--- config.mk ---
export PLATFORM = sky130hd
export DESIGN_NAME = div_issue_ctrl
export DESIGN_NICKNAME = d
export VERILOG_FILES = /design/src/rtl/div_pkg.sv /design/src/rtl/div_sign_fix.sv /design/src/rtl/div_issue_ctrl.sv
export SDC_FILE = /design/constraint.sdc
export NUM_CORES = 1
export LEC_CHECK = 0
export CAP_MARGIN = 25
export CELL_PAD_IN_SITES_DETAIL_PLACEMENT = 0
export CELL_PAD_IN_SITES_GLOBAL_PLACEMENT = 1
export CORE_ASPECT_RATIO = 0.6
export CORE_MARGIN = 2
export CORE_UTILIZATION = 33
export CTS_BUF_LIST = sky130_fd_sc_hd__clkbuf_4 sky130_fd_sc_hd__clkbuf_8
export DETAILED_ROUTE_END_ITERATION = 10
export GPL_TIMING_DRIVEN = 0
export PLACE_DENSITY_LB_ADDON = 0.1
export SETUP_SLACK_MARGIN = 0.15
export SLEW_MARGIN = 40
export SYNTH_ARGS = -nofsm -noshare
export SYNTH_HDL_FRONTEND = slang
export SYNTH_HIERARCHICAL = 1
export SYNTH_SLANG_ARGS = --single-unit
--- constraint.sdc ---
create_clock -name clk -period 4.1 [get_ports clk]
set_clock_uncertainty 0.15 [all_clocks]
set_input_delay 0.41 -clock clk [delete_from_list [all_inputs] [get_ports clk]]
set_output_delay 0.41 -clock clk [all_outputs]
set_load 0.01 [all_outputs]
--- src/rtl/div_pkg.sv ---
// div_pkg: shared divider front-end types and constants (3-bit state encoding, default width, divide-by-zero quotient)
package div_pkg;
  localparam int DATAWIDTH = 32;
  localparam logic [DATAWIDTH-1:0] DBZ_QUO = '1;
  typedef enum logic [2:0] {
    IDLE  = 3'd0,
    ISSUE = 3'd1,
    WAIT  = 3'd2,
    ABORT = 3'd3,
    DONE  = 3'd4
  } state_t;
endpackage

--- src/rtl/div_sign_fix.sv ---
// div_sign_fix: conditional two's-complement negate; ports in (value), neg (negate when 1), out (result)
module div_sign_fix #(
  parameter int W = 32
) (
  input  logic [W-1:0] in,
  input  logic         neg,
  output logic [W-1:0] out
);
  assign out = neg ? -in : in;
endmodule

--- src/rtl/div_issue_ctrl.sv ---
// div_issue_ctrl: divider issue/stall/sign-correction front end; ports clk/rst, start/signed_op/op_a/op_b/annul from EX, stall/result_vld/quo/rem/dbz to EX, div_en/div_ready/div_dividend/div_divisor/div_quotient/div_remainder/div_vld to the divider; DIV_SIGNED_EN enables signed DIV
module div_issue_ctrl #(
  parameter int DATAWIDTH = div_pkg::DATAWIDTH
) (
  input  logic                 clk,
  input  logic                 rst,
  input  logic                 start,
  input  logic                 signed_op,
  input  logic [DATAWIDTH-1:0] op_a,
  input  logic [DATAWIDTH-1:0] op_b,
  input  logic                 annul,
  output logic                 stall,
  output logic                 result_vld,
  output logic [DATAWIDTH-1:0] quo,
  output logic [DATAWIDTH-1:0] rem,
  output logic                 dbz,
  output logic                 div_en,
  input  logic                 div_ready,
  output logic [DATAWIDTH-1:0] div_dividend,
  output logic [DATAWIDTH-1:0] div_divisor,
  input  logic [DATAWIDTH-1:0] div_quotient,
  input  logic [DATAWIDTH-1:0] div_remainder,
  input  logic                 div_vld
);
  import div_pkg::*;
  localparam int MSB = DATAWIDTH - 1;
  state_t state, state_nxt;
  logic sgn, neg_a, neg_b, sign_a, sign_q;
  logic [DATAWIDTH-1:0] mag_a, mag_b, fix_q, fix_r;
`ifdef DIV_SIGNED_EN
  assign sgn = signed_op;
`else
  logic unused_signed_op;
  assign unused_signed_op = signed_op;
  assign sgn = 1'b0;
`endif
  assign neg_a = sgn & op_a[MSB];
  assign neg_b = sgn & op_b[MSB];
  div_sign_fix #(.W(DATAWIDTH)) u_mag_a (.in(op_a), .neg(neg_a), .out(mag_a));
  div_sign_fix #(.W(DATAWIDTH)) u_mag_b (.in(op_b), .neg(neg_b), .out(mag_b));
  div_sign_fix #(.W(DATAWIDTH)) u_fix_q (.in(div_quotient), .neg(sign_q), .out(fix_q));
  div_sign_fix #(.W(DATAWIDTH)) u_fix_r (.in(div_remainder), .neg(sign_a), .out(fix_r));
  assign stall = ((state == IDLE || state == ABORT) && start) || state == ISSUE || state == WAIT;
  assign result_vld = state == DONE;
  assign div_en = state == ISSUE;
  always_comb begin
    state_nxt = state;
    case (state)
      IDLE:  state_nxt = !start ? IDLE : (op_b == '0) ? DONE : ISSUE;
      // annul coinciding with an accepted launch still leaves a result in flight, so it must drain
      ISSUE: state_nxt = annul ? (div_ready ? ABORT : IDLE) : (div_ready ? WAIT : ISSUE);
      WAIT:  state_nxt = annul ? (div_vld ? IDLE : ABORT) : (div_vld ? DONE : WAIT);
      ABORT: state_nxt = div_vld ? IDLE : ABORT;
      DONE:  state_nxt = IDLE;
      default: state_nxt = IDLE;
    endcase
  end
  always_ff @(posedge clk or posedge rst) begin
    if (rst) begin
      state        <= IDLE;
      quo          <= '0;
      rem          <= '0;
      dbz          <= 1'b0;
      div_dividend <= '0;
      div_divisor  <= '0;
      sign_a       <= 1'b0;
      sign_q       <= 1'b0;
    end else begin
      state <= state_nxt;
      if (state == IDLE && start && op_b == '0) begin
        quo <= DATAWIDTH'(DBZ_QUO);
        rem <= op_a;
        dbz <= 1'b1;
      end else if (state == IDLE && start) begin
        div_dividend <= mag_a;
        div_divisor  <= mag_b;
        sign_a       <= neg_a;
        sign_q       <= neg_a ^ neg_b;
      end
      if (state == WAIT && div_vld && !annul) begin
        quo <= fix_q;
        rem <= fix_r;
        dbz <= 1'b0;
      end
    end
  end
endmodule

Word level (Yosys, flattened, before mapping)
Index checks and enable logic that the tools add are counted.

operators by class
  add/subtract/negate cells = 0
  $mul = 0
  divide/modulo/power cells = 0
  magnitude comparators = 0
  eq/ne operators = 4
  shifts and indexed selects = 0
  muxes and demuxes = 15
  bitwise gates (word level) = 1
  reductions and logical operators = 13

operators by type and width
  operator              number
  $mux W32              4
  $logic_not A32 Y1     1
  $mux W3               4
  $pmux W3 S4           1
  $mux W2               4
  $eq A3 B2 Y1 const B  2
  $logic_and A1 B1 Y1   5
  $eq A3 B1 Y1 const B  1
  $eq A3 B3 Y1 const B  1
  $logic_not A3 Y1      1
  $logic_or A1 B1 Y1    3
  $mux W1               2
  $reduce_and A2 Y1     1
  $reduce_bool A2 Y1    1
  $logic_not A1 Y1      1
  $not A1 Y1            1

word-level totals
  register bits = 132
  latch bits = 0
  memory bits (writable) = 0
  bits in read-only memories = 0
  input bits = 135
  output and inout port bits = 132
  logic and storage cells = 39
  memories kept = 0

Depth between registers and ports, before layout
  depth after elaboration = 5
  gate-level depth with buffers = 8
  depth with buffers taken out = 8

By module
Netlist, hierarchy kept.

by module, submodules not included
  module          times used  cells an instance  area each (µm²)  seq. area each (µm²)
  div_issue_ctrl  1           494                5572.8           3303.2
  div_sign_fix    4           108                767.0            0.0

Worst setup path before layout
No wires, ideal clock.

  path kind = input-to-reg
  start = input port div_remainder[14]
  end = register rem[30]
  setup time = 94 ps
  arrival = 2305 ps
  required time = 3856 ps
  path slack = 1551 ps
  stages = 7
  path buffers = 1
  cells stage by stage = or4_4 or4_4 buf_6 or3_1 o311ai_1 nor2_1 a211oi_1

RTL lines
  what                  line                  text
  from (decl)           div_issue_ctrl.sv:22  input logic [DATAWIDTH-1:0] div_remainder,
  to (signal assigned)  div_issue_ctrl.sv:72  rem <= op_a;
  to (signal assigned)  div_issue_ctrl.sv:82  rem <= fix_r;
  to (decl)             div_issue_ctrl.sv:15  output logic [DATAWIDTH-1:0] rem,

Worst setup path in the final report
  start = input port op_b[15]
  end = register div_dividend[8]

between the ends
  word-level cells in the longest chain between the ends = 4

RTL lines
  what                                line                  text
  from (decl)                         div_issue_ctrl.sv:10  input logic [DATAWIDTH-1:0] op_b,
  $logic_not A32 Y1                   div_issue_ctrl.sv:70  if (state == IDLE && start && op_b == '0) begin
  $logic_and A1 B1 Y1                 div_issue_ctrl.sv:70
  $not A1 Y1 (no source line)         --
  $reduce_and A2 Y1 (no source line)  --
  to (signal assigned)                div_issue_ctrl.sv:75  div_dividend <= mag_a;
  to (decl)                           div_issue_ctrl.sv:19  output logic [DATAWIDTH-1:0] div_dividend,

No other way between the ends.
A chain may end at the register's enable or synchronous reset.

==> qor.yml <==
die:
  die_h_microns: 129
  start_util_pct: 33.9
  rows: 45
  dieArea_sq_um: 27500
  coreArea_sq_um: 25500
  die_x_microns: 213
  pin_count: 267
cts:
  cts.path.max_buffers: 2
  clock-sinks: 132
  path_clk_slew_ns: 0.08
  numCtsBuffers: 17
  cts_setup_buffers: 0
  hold_buffers: 1
  clk_latency_ns: 0.48
  cts-resized-gates: 0
  cts_tree: "built"
  htreeDepth: 4
  root_buffer: "clkbuf_8"
layout:
  fin_area_sq_um: 12600
  multi_input_area_sq_um: 5040
  final_cell_mix: "clkdlybuf4s50_1, nor2_1, dfrtp_1"
  regArea_sq_um: 3300
  drive_gt1_share_pct: 12.2
  nFillCells: 2485
  nets: 1380
  final_common_cell: "clkdlybuf4s50_1"
  syn_to_final_growth_pct: 45.3
placement:
  port_buffers: 265
  gp_congestion: 0.950
  dpl.hpwl_microns: 27100
  placed_area_sq_um: 12000
sta:
  rsz0062_at_grt: "no"
  tns_ns: 0
  maxSlewHeadroom_pct: 40.6
  min_period_ns: 3.01
  setup_violations: 0
  period_share_pct: 73.5
  hold_viol_final: 0
  slew_violations: 0
  tightest_slew_ns: 0.882
  fmax_mhz: 332
worst_setup_path:
  cp_max_fo: 10
  worstSetupEndpointType: "register"
  crit_type: "in2reg"
  arrival_ns: 3.22
  start_kind: "input port"
  cp_data_required_time_ns: 4.30
yosys:
  netlist_area_sq_um: 8640
  seq_area_frac_synth_pct: 38.2
  async_flop_share_pct: 100
  synth.avg_cell_area_sq_um: 9.33
  synth_edf_count: 0
  synth_flop_cell: "dfrtp_1"
  ys_seq_elements: 132
  synth_warnings: 6
  synth_cells: 926
  yosysUniqueCellTypes: 41
grt:
  grt_max_degree: 25
  grt_pass1_wl_microns: 49700
  overflow: 0
  grt_use_total_pct: 24.5
  antenna_found_initial: 3
  grt_pass1_vias: 7911
routing:
  top_layer: "met5"
  drc: 0
  postRouteAntennaNets: 0
  vias: 8384
  wl_microns: 33200
  drt_first_pass_iters: 5
  vias_per_cell: 5.22
  wl_met3_microns: 2900
  dr_wl_met2_microns: 12100
  wl_per_cell_microns: 20.7
  route.layer.met1.wl_microns: 18000
  drt_iter0_drc: 731
pwr:
  p_leak_uw: 0.00455
  ir_worst_vdd_uv: 321
  p_per_area_nw_per_um2: 570
min_path:
  hold_class: "reg2reg"
job:
  cap_violations: 0
status:
  status: "completed"
[path summary, 6_finish.rpt]
check	from	endpoint	slack (ns)	depth (start not counted)
min reg2reg	div_divisor[8]	div_divisor[8]	0.35	1
min	div_divisor[8]	div_divisor[8]	0.35	1
max	op_b[15]	div_dividend[8]	1.09	7
max reg2reg	state[2]	div_dividend[8]	1.60	7
max in group asynchronous	rst	quo[11]	2.44	6
min in group asynchronous	rst	div_divisor[0]	0.59	3
[final cells by class]
cell class	count	share of cell area, %
inverter	23	0.718
sequential	132	26.3
clock buffer	19	2.03
multi-input combinational	731	40.2
antenna	1	0.0199
clock inverter	13	1.83
tap	352	3.51
buffer	63	2.82
timing repair buffer	273	22.6
[power by group]
part | switching (uW) | internal (uW) | total (uW)
logic | 1420 | 1990 | 3410
clock network | 572 | 807 | 1380
registers | 394 | 1970 | 2360
[synthesized netlist by cell type, types with 6 or more instances]
cell type,count,area share (%)
a211oi_1,26,2.3
a211oi_2,6,0.87
a21oi_1,39,2.3
buf_2,7,0.41
buf_6,12,1.6
clkbuf_1,38,1.7
dfrtp_1,132,38
inv_1,23,1.0
mux2_1,10,1.3
mux2_2,54,7.0
nand2_1,41,1.8
nand2b_1,15,1.1
nand3b_1,9,0.78
nand4_1,10,0.72
nor2_1,150,6.5
nor4_1,56,4.1
o21ai_0,28,1.6
o31ai_1,33,2.9
o41ai_1,36,3.6
o41ai_2,8,1.5
or3_1,9,0.65
or4_1,8,0.70
or4_4,8,1.0
xnor2_1,116,12
[critical path, stage by stage]
cell and delay (ns):
clkdlybuf4s50_1 0.59, nor4_1 0.51, nand4_1 0.51, o21bai_1 0.39, buf_6 0.23, buf_6 0.21, mux2_1 0.35
[cells by family after synthesis]
family	synth area share, %
AND/OR/NAND/NOR	20.1
AO/OA/AOI/OAI	15.6
flip-flops	38.2
XOR/XNOR	12.0
buffers and inverters	5.10
multiplexers	8.34
adder cells (fa/ha/maj)	0.579
other	0.0434
[per-layer routing]
layer  vias up  global-route usage (%)
met2       331                    29.0
met3        23                    7.44
li1       3990                       -
met5         -                       0
met4         4                    5.22
met1      4036                    40.8
[stage by stage]
stage | std cells | total power [uW] | setup WS [ns] | hold WS, ns | util, %
2_1_floorplan | 949 | 3850 | 1.55 | 0.361 | -
3_3_place_gp | 1566 | 5750 | 0.423 | 0.327 | 46.4
4_1_cts | 1606 | 7230 | 1.17 | 0.355 | 49.2
6_report | 1607 | 7150 | 1.09 | 0.352 | 49.2
5_1_grt | 1607 | 7610 | 1.02 | 0.366 | 49.2
3_5_place_dp | 1573 | 5800 | 0.642 | 0.331 | 47.2
[registers in the layout, summed over array words and instances (netlist names)]
signal,flops
state,3
rem,32
quo,32
div_divisor,32
div_dividend,32
dbz,1
(Power assumes the default switching activity.)
